## config.mk

```make
export PLATFORM = sky130hd
export DESIGN_NAME = i2s_sample_scheduler
export DESIGN_NICKNAME = d
export VERILOG_FILES = /design/src/rtl/i2s_sample_scheduler.sv
export SDC_FILE = /design/constraint.sdc
export NUM_CORES = 1
export LEC_CHECK = 0
export ABC_CLOCK_PERIOD_IN_PS = 2700
export CAP_MARGIN = 20
export CORE_MARGIN = 2
export CORE_UTILIZATION = 45
export DETAILED_ROUTE_END_ITERATION = 10
export PLACE_DENSITY_LB_ADDON = 0.05
export SLEW_MARGIN = 20
export SYNTH_ARGS = -nofsm -noshare
export SYNTH_HDL_FRONTEND = slang
export SYNTH_SLANG_ARGS = --single-unit
export TNS_END_PERCENT = 30
```

## constraint.sdc

```tcl
create_clock -name clk -period 2.7 [get_ports clk]
set_input_delay 0.54 -clock clk [delete_from_list [all_inputs] [get_ports clk]]
set_output_delay 0.54 -clock clk [all_outputs]
set_load 0.02 [all_outputs]
```

## src/rtl/i2s_sample_scheduler.sv

```systemverilog
// I2S sample scheduler: buffers deserialized words and hands one word to the shifter per LR slot,
// substituting silence while idle, priming or starved, and requesting refills from the RPi.
module i2s_sample_scheduler #(
   parameter int WIDTH       = 16,
   parameter int DEPTH       = 8,   // power of two, at least 4
   parameter int LOW_WATER   = 2,
   parameter int START_LEVEL = 4    // 1 .. DEPTH
) (
   input  logic                     clk,
   input  logic                     reset,
   input  logic                     enable,
   input  logic                     wr_valid,
   input  logic [WIDTH-1:0]         wr_data,
   output logic                     wr_ready,
   input  logic                     lr_clk,
   output logic [WIDTH-1:0]         sample_data,
   output logic                     sample_load,
   output logic                     sample_chan,
   output logic [$clog2(DEPTH):0]   level,
   output logic                     irq,
   output logic                     underrun,
   output logic                     overflow,
   input  logic                     clr_flags,
   output logic [1:0]               state
);

   localparam int AW = $clog2(DEPTH);
   localparam int LW = AW + 1;
   localparam logic [LW-1:0] FULL_LVL  = LW'(DEPTH);
   localparam logic [LW-1:0] LOW_LVL   = LW'(LOW_WATER);
   localparam logic [LW-1:0] START_LVL = LW'(START_LEVEL);

   typedef enum logic [1:0] {
      ST_IDLE  = 2'd0,
      ST_PRIME = 2'd1,
      ST_RUN   = 2'd2
   } state_t;

   // lr_clk synchronizer and slot-boundary detector
   logic             lr_s1_q, lr_s1_d;
   logic             lr_s2_q, lr_s2_d;
   logic             lr_s3_q, lr_s3_d;
   logic             bnd_q, bnd_d;
   logic             bnd_chan_q, bnd_chan_d;

   // FIFO bookkeeping
   logic [WIDTH-1:0] fifo_mem [DEPTH];
   logic [AW-1:0]    wr_ptr_q, wr_ptr_d;
   logic [AW-1:0]    rd_ptr_q, rd_ptr_d;
   logic [LW-1:0]    level_q, level_d;
   logic             rdy_en_q, rdy_en_d;

   // control and registered outputs
   state_t           state_q, state_d;
   logic             stop_pend_q, stop_pend_d;
   logic [WIDTH-1:0] sample_data_q, sample_data_d;
   logic             sample_load_q, sample_load_d;
   logic             sample_chan_q, sample_chan_d;
   logic             irq_q, irq_d;
   logic             underrun_q, underrun_d;
   logic             overflow_q, overflow_d;

   logic             do_wr;
   logic             do_pop;
   logic             unr_evt;
   logic             ovf_evt;
   logic             full;

   assign full     = (level_q == FULL_LVL);
   // rdy_en_q keeps wr_ready low while reset is held and for the first edge after it
   assign wr_ready = rdy_en_q && !full;

   always_comb begin
      lr_s1_d    = lr_clk;
      lr_s2_d    = lr_s1_q;
      lr_s3_d    = lr_s2_q;
      bnd_d      = lr_s2_q ^ lr_s3_q;
      bnd_chan_d = lr_s2_q;
      rdy_en_d   = 1'b1;
   end

   always_comb begin
      state_d       = state_q;
      stop_pend_d   = 1'b0;
      do_pop        = 1'b0;
      unr_evt       = 1'b0;
      do_wr         = wr_valid && wr_ready;
      ovf_evt       = wr_valid && full;

      unique case (state_q)
         ST_IDLE: begin
            if (enable) state_d = ST_PRIME;
         end
         ST_PRIME: begin
            if (!enable) begin
               state_d = ST_IDLE;
            end else if (bnd_q && !bnd_chan_q && (level_q >= START_LVL)) begin
               // playback always begins on a left slot, and that slot already carries data
               state_d = ST_RUN;
               do_pop  = 1'b1;
            end
         end
         ST_RUN: begin
            stop_pend_d = !enable;
            if (bnd_q) begin
               if (!bnd_chan_q && stop_pend_q) begin
                  state_d     = ST_IDLE;
                  stop_pend_d = 1'b0;
               end else if (level_q != '0) begin
                  do_pop = 1'b1;
               end else begin
                  unr_evt = 1'b1;
               end
            end
         end
         default: state_d = ST_IDLE;
      endcase
   end

   always_comb begin
      wr_ptr_d = do_wr  ? wr_ptr_q + AW'(1) : wr_ptr_q;
      rd_ptr_d = do_pop ? rd_ptr_q + AW'(1) : rd_ptr_q;

      unique case ({do_wr, do_pop})
         2'b10:   level_d = level_q + LW'(1);
         2'b01:   level_d = level_q - LW'(1);
         default: level_d = level_q;
      endcase
   end

   always_comb begin
      sample_load_d = bnd_q;
      sample_data_d = sample_data_q;
      sample_chan_d = sample_chan_q;
      if (bnd_q) begin
         sample_chan_d = bnd_chan_q;
         sample_data_d = do_pop ? fifo_mem[rd_ptr_q] : '0;
      end

      irq_d      = (state_q != ST_IDLE) && (level_q <= LOW_LVL);
      // a set event coinciding with clr_flags leaves the flag set
      underrun_d = unr_evt || (underrun_q && !clr_flags);
      overflow_d = ovf_evt || (overflow_q && !clr_flags);
   end

   always_ff @(posedge clk or posedge reset) begin
      if (reset) begin
         lr_s1_q       <= 1'b0;
         lr_s2_q       <= 1'b0;
         lr_s3_q       <= 1'b0;
         bnd_q         <= 1'b0;
         bnd_chan_q    <= 1'b0;
         wr_ptr_q      <= '0;
         rd_ptr_q      <= '0;
         level_q       <= '0;
         rdy_en_q      <= 1'b0;
         state_q       <= ST_IDLE;
         stop_pend_q   <= 1'b0;
         sample_data_q <= '0;
         sample_load_q <= 1'b0;
         sample_chan_q <= 1'b0;
         irq_q         <= 1'b0;
         underrun_q    <= 1'b0;
         overflow_q    <= 1'b0;
      end else begin
         lr_s1_q       <= lr_s1_d;
         lr_s2_q       <= lr_s2_d;
         lr_s3_q       <= lr_s3_d;
         bnd_q         <= bnd_d;
         bnd_chan_q    <= bnd_chan_d;
         wr_ptr_q      <= wr_ptr_d;
         rd_ptr_q      <= rd_ptr_d;
         level_q       <= level_d;
         rdy_en_q      <= rdy_en_d;
         state_q       <= state_d;
         stop_pend_q   <= stop_pend_d;
         sample_data_q <= sample_data_d;
         sample_load_q <= sample_load_d;
         sample_chan_q <= sample_chan_d;
         irq_q         <= irq_d;
         underrun_q    <= underrun_d;
         overflow_q    <= overflow_d;
      end
   end

   // storage needs no reset: the pointers define which entries are valid
   always_ff @(posedge clk) begin
      if (do_wr) fifo_mem[wr_ptr_q] <= wr_data;
   end

   assign sample_data = sample_data_q;
   assign sample_load = sample_load_q;
   assign sample_chan = sample_chan_q;
   assign level       = level_q;
   assign irq         = irq_q;
   assign underrun    = underrun_q;
   assign overflow    = overflow_q;
   assign state       = state_q;

endmodule

```

# Yosys cells after proc, flatten, opt, wreduce, memory -nomap -nowiden

Memory sizes are Yosys's and may differ from the RTL's.
Cells that the tools add are included.

Order comparisons: 2
Add/subtract/negate cells: 4
Equal/unequal tests: 9
Reductions and logical operators: 20
Multiplexer cells: 23
Bitwise gates (word level): 1

Operator list:

| kind                                                               | count |
|---|---|
| two-way mux 16 bit                                                 | 1 |
| two-way mux 1 bit                                                  | 14 |
| two-way mux 2 bit                                                  | 5 |
| logical AND 1 bit                                                  | 9 |
| case mux 4 bit (2 select lines)                                    | 1 |
| adder 3 x 1 -> 3 bit (second input constant)                       | 2 |
| inequality test 2 bit (second input constant)                      | 3 |
| case mux 2 bit (3 select lines)                                    | 1 |
| adder 4 x 1 -> 4 bit (second input constant)                       | 1 |
| == test 2 x 1 -> 1 bit (second input constant)                     | 2 |
| == test 2 bit (second input constant)                              | 2 |
| == test 4 bit (second input constant)                              | 1 |
| greater-or-equal comparator 4 x 3 -> 1 bit (second input constant) | 1 |
| <= comparator 4 x 2 -> 1 bit (second input constant)               | 1 |
| zero test 1 bit                                                    | 4 |
| AND reduction 4 bit                                                | 1 |
| nonzero test 2 bit                                                 | 2 |
| nonzero test 4 bit                                                 | 1 |
| subtractor 4 x 1 -> 4 bit (second input constant)                  | 1 |
| inequality test 3 bit (second input constant)                      | 1 |
| zero test 2 bit                                                    | 1 |
| logical OR 1 bit                                                   | 2 |
| case mux 1 bit (2 select lines)                                    | 1 |
| XOR 1 bit                                                          | 1 |

Memories: 1
Bits in writable memories: 128
Logic and storage cells: 76
Register bits: 39
Output and inout port bits: 28
Input bits: 22

Memory list:

| name     | depth | width | rd ports | clocked after Yosys merged registers in | wr ports | RTL line | RTL |
|---|---|---|---|---|---|---|---|
| fifo_mem | 8     | 16    | 1        | 0                                       | 1        | 47       | `logic [WIDTH-1:0] fifo_mem [DEPTH];` |

# Depth between registers and ports, before layout

Depth after elaboration: 8
Mapped depth: 14

# Worst setup path before layout

No wires, ideal clock.

Kind: reg2reg
Start point: reg level_q[1], in the netlist level[1]
End point: reg level_q[2], in the netlist level[2]
Clock period less this slack: 2.701 ns
Library setup time: 0.125 ns
Cell stages (with the launch flop): 14
Setup slack: -0.001 ns
Buffers on the path: 2
Arrival: 2.576 ns
Data required time: 2.575 ns
Cells stage by stage: dfrtp_1 > buf_6 > nor4_1 > nor3_1 > o21ai_4 > buf_2 > inv_1 > ha_1 > xor2_1 > ha_1 > a21oi_1 > xor2_1 > nor2_1 > xor2_1

Word-level cells in the longest chain between the ends: 7
Elaborated cells on any way between the ends: 19
Those cells by class: add/sub: 2; order compare: 1; eq/ne: 3; mux: 7; reduce/logical: 6

Ends and longest elaborated chain:

| item                                                                             | RTL line | RTL |
|---|---|---|
| start, declared                                                                  | 50       | `logic [LW-1:0] level_q, level_d;` |
| start signal, assigned                                                           | 173      | `level_q <= level_d;` |
| greater-or-equal comparator 4 x 3 -> 1 bit or nonzero test 4 bit (tied branches) | 97, 109  |  |
| logical AND 1 bit or two-way mux 1 bit (tied branches)                           | 97, 109  |  |
| two-way mux 1 bit (on tied branches)                                             | 97, 106  |  |
| two-way mux 1 bit (on tied branches)                                             | 95, 105  |  |
| case mux 1 bit (2 select lines) (*)                                              | 90       | `unique case (state_q)` |
| net do_pop                                                                       | 64       | `logic do_pop;` |
| == test 2 x 1 -> 1 bit or == test 2 bit (tied branches)                          | 124      | `unique case ({do_wr, do_pop})` |
| case mux 4 bit (2 select lines) or nonzero test 2 bit (tied branches)            | n/a      |  |

Mark *: on every way through the listed nets, which the timed path passes. The rest lies on a longest branch.
A chain may end at the register's enable or synchronous reset.

# Worst setup path after layout

Start point: reg level_q[0], in the netlist level[0]
End point: out wr_ready

Word-level cells in the longest chain between the ends: 3

Ends and longest elaborated chain:

| item              | RTL line | RTL |
|---|---|---|
| == test 4 bit     | 69       | `assign full = (level_q == FULL_LVL);` |
| zero test 1 bit   | 71       | `assign wr_ready = rdy_en_q && !full;` |
| logical AND 1 bit | 71       |  |
| end, declared     | 14       | `output logic wr_ready,` |

No other way between the ends.

==> flow_summary_export.csv <==
group,metric,value,unit
synthesis,synth_largest_area_cell,"edfxtp_1",
synthesis,synth.distinct_cells,36,
timing,setup_tns,0,ns
pwr,p_per_area,972.8,nW/um2
run,cap_violations,0,
synthesis,syn_inst,416,
clock_network,tritoncts,"done",
timing,worstMarginPinSlew,0.7482,ns
synthesis,avgSynthCellArea,15.89,um2
floorplan,die_height,125.2,um
synthesis,syn_area,6609,um2
worst_setup_path,critical_path_class,"reg -> out",
worst_setup_path,worstPathCellList,"or4b_4, and2_1, dlygate4sd2_1",
clock_network,numCtsBuffers,17,
final_layout,fillers,1153,
timing,fin_skew,0.009071,ns
timing,whs,0.3593,ns
drt,ant_nets,0,
clock_network,worstSkewPairLatency,0.42,ns
synthesis,syn-num-nets,446,
drt,wire_per_inst,19.47,um
floorplan,rows,44,
timing,rsz0062_at_grt,"no",
timing,drv_slew,0,
drt,routed_wl,13410,um
global_routing,grt-ovfl-total,0,
place,dp.cells,657,
status,status,"completed",
synthesis,synth_top_family_by_area,"multiplexers",
drt,drcViolationCount,0,
synthesis,synth_xor_area_frac,0.01325,
worst_setup_path,critPathCaptureType,"primary output",
synthesis,synth_fa_ha_area_frac,0.01515,
synthesis,synth_compound_area_frac,0.06721,
min_path,worst_hold_path.num_cells,0,
synthesis,synth_area_leaders,"edfxtp_1 58%, dfrtp_1 15%, mux2i_1 9.7%",
global_routing,antenna_found_initial,0,
timing,timing.slew.headroom,0.5005,
clock_network,clock_tree.buffer_depth,2,
final_layout,antennaDiodeCount,0,
timing,fin_crit_sh,0.9252,
floorplan,die_x,125.2,um
synthesis,synthSimpleGateAreaFrac,0.04070,
clock_network,cts_sinks,167,
floorplan,start_util,0.4582,
worst_setup_path,slowest_stage,"or4b_4",
worst_setup_path,reg2reg_from,"level[0]",
worst_setup_path,startpoint,"level[0]",
place,place.gp.congestion,0.7676,
timing,clock.fmax,0.4003,GHz
drt,routed-via-count,3609,
final_layout,fin_cells,689,
clock_network,htree_levels,4,
timing,period_minus_slack,2.498,ns
worst_setup_path,ff2ff_path_depth,10,
timing,finalHoldViolCount,0,
global_routing,track_usage,0.1793,
synthesis,muxShareOfSynthArea,0.1043,
worst_setup_path,crit_cells,3,
global_routing,grt_max_degree,32,
worst_setup_path,worstSetupStartpointType,"register",
min_path,min_from,"lr_s1_q",
clock_network,cts_resized,1,
floorplan,pin_count,50,
floorplan,dieArea,15670,um2
worst_setup_path,crit_family,"simple AND/OR/NAND/NOR gates",
worst_setup_path,arrival,1.96,ns
drt,dr.pass1.iters,4,
min_path,hold_path_class,"reg -> reg",
synthesis,yosysWarnings,0,
timing,setup_violations,0,
final_layout,area_growth,22.53,%
worst_setup_path,max_stage_delay,0.58,ns
final_layout,fin_util,0.5614,
drt,via_per_inst,5.238,
global_routing,grt_pass1_wl,20610,um
synthesis,netlist.area_leader.share,0.5816,
final_layout,drive_gt1_frac,0.1386,
clock_network,cts-root-buf,"clkbuf_16",
synthesis,synth-seq-cells,167,
final_layout,nets,522,
place,io_buffer_count,49,
floorplan,core_area,14420,um2
clock_network,hold_buffers,0,
synthesis,ys_seq_area_frac,0.7293,
drt,drtIter0Drc,207,
worst_setup_path,rrSetupSlack,0.28,ns
clock_network,cts_setup_buffers,0,
pwr,power.leakage,2.845,nW
clock_network,cts.clk_slew.worst_paths,0.06,ns
global_routing,grt_pass1_vias,3670,
worst_setup_path,cp_num_buf_inv,1,
worst_setup_path,critical_path_required,2.16,ns
pwr,vdd_ir_drop_max,482.5,uV
worst_setup_path,crit_fanout,8,
place,dp_hpwl,8272,um
==> final cells by class <==
cell class | count | area [um2] | area share
timing repair buffer | 77 | 711.9 | 0.08792
sequential | 167 | 4823 | 0.5956
clock buffer | 18 | 429.2 | 0.05300
inverter | 25 | 93.84 | 0.01159
clock inverter | 14 | 205.2 | 0.02534
tap | 184 | 230.2 | 0.02843
multi-input combinational | 204 | 1604 | 0.1981
==> report_power, final <==
| part | internal (W) | leakage [nW] | switching [W] | total [W] |
|---|---|---|---|---|
| clock | 0.00163 | 0.305 | 0.000959 | 0.00259 |
| sequential | 0.00310 | 1.66 | 0.000251 | 0.00335 |
| combinational | 0.000856 | 0.881 | 0.00108 | 0.00194 |
| total | 0.00559 | 2.84 | 0.00229 | 0.00788 |
==> Yosys cell counts, drive strengths merged <==
library cell	count
a2111oi	1
a21oi	1
a22oi	32
a2bb2oi	1
a31o	1
a32oi	1
and2	2
and3	1
buf	11
clkbuf	9
conb	1
dfrtp	39
edfxtp	128
ha	8
inv	25
mux2	4
mux2i	64
nand2	23
nand2b	6
nand3	1
nor2	11
nor2b	3
nor3	4
nor3b	1
nor4	1
o211ai	1
o21ai	5
o21bai	1
o22ai	18
or3b	1
or4b	1
xnor2	5
xor2	5
==> stage by stage <==
stage / total power (W) / instance area, um2 / setup slack [ns]
after floorplan: 0.004568 / 6611 / 0.002496
after global placement: 0.005316 / 7465 / 0.03460
after detailed placement: 0.005358 / 7465 / 0.02672
after CTS: 0.007956 / 8098 / 0.1814
after global routing: 0.008247 / 8098 / 0.09055
final: 0.007878 / 8098 / 0.2021
==> worst paths after layout <==
kind,end
worst min register to register,bnd_chan_d
max in group asynchronous,sample_data[12]
min in group asynchronous,sample_data[5]
worst max-delay path,wr_ready
worst max register to register,level[2]
worst min-delay path,bnd_chan_d
==> placed cells by master (no fill, tap or decap), types with 3 or more instances in the layout <==
| master | instances |
|---|---|
| edfxtp_1 | 128 |
| mux2i_1 | 64 |
| clkdlybuf4s50_1 | 48 |
| dfrtp_1 | 38 |
| a22oi_1 | 32 |
| buf_4 | 27 |
| inv_1 | 24 |
| nand2_1 | 23 |
| o22ai_1 | 18 |
| clkbuf_16 | 17 |
| nor2_1 | 11 |
| ha_1 | 8 |
| nand2b_1 | 6 |
| xnor2_1 | 5 |
| xor2_1 | 5 |
| bufinv_16 | 5 |
| o21ai_0 | 4 |
| mux2_2 | 3 |
| nor2b_1 | 3 |
| clkinv_2 | 3 |
==> cell families (layout without fill, tap and decap cells) <==
family	count (synthesis)	count (layout)
DFF	167	167
and+or+nand+nor	55	55
buffers and inverters	45	134
muxes	68	68
adders and majority gates	8	8
AOI/OAI and AO/OA	62	62
xor gates and xnor gates	10	10
other	1	1
==> metal layers <==
layer | GRT usage | up-vias | wire [um]
met1 | 0.2462 | 1790 | 6304
met5 | 0 | - | 0
met2 | 0.2724 | 91 | 6231
met3 | 0.04407 | 16 | 654
met4 | 0.08170 | 0 | 222
li1 | - | 1712 | -
==> sequential cells by signal (all words and copies together), names as in the netlist, 2 cells and up <==
name / cells
level: 4
fifo_mem: 128
state: 2
wr_ptr_q: 3
rd_ptr_q: 3
sample_data: 16
No activity file was read; power rests on OpenSTA's default activity.
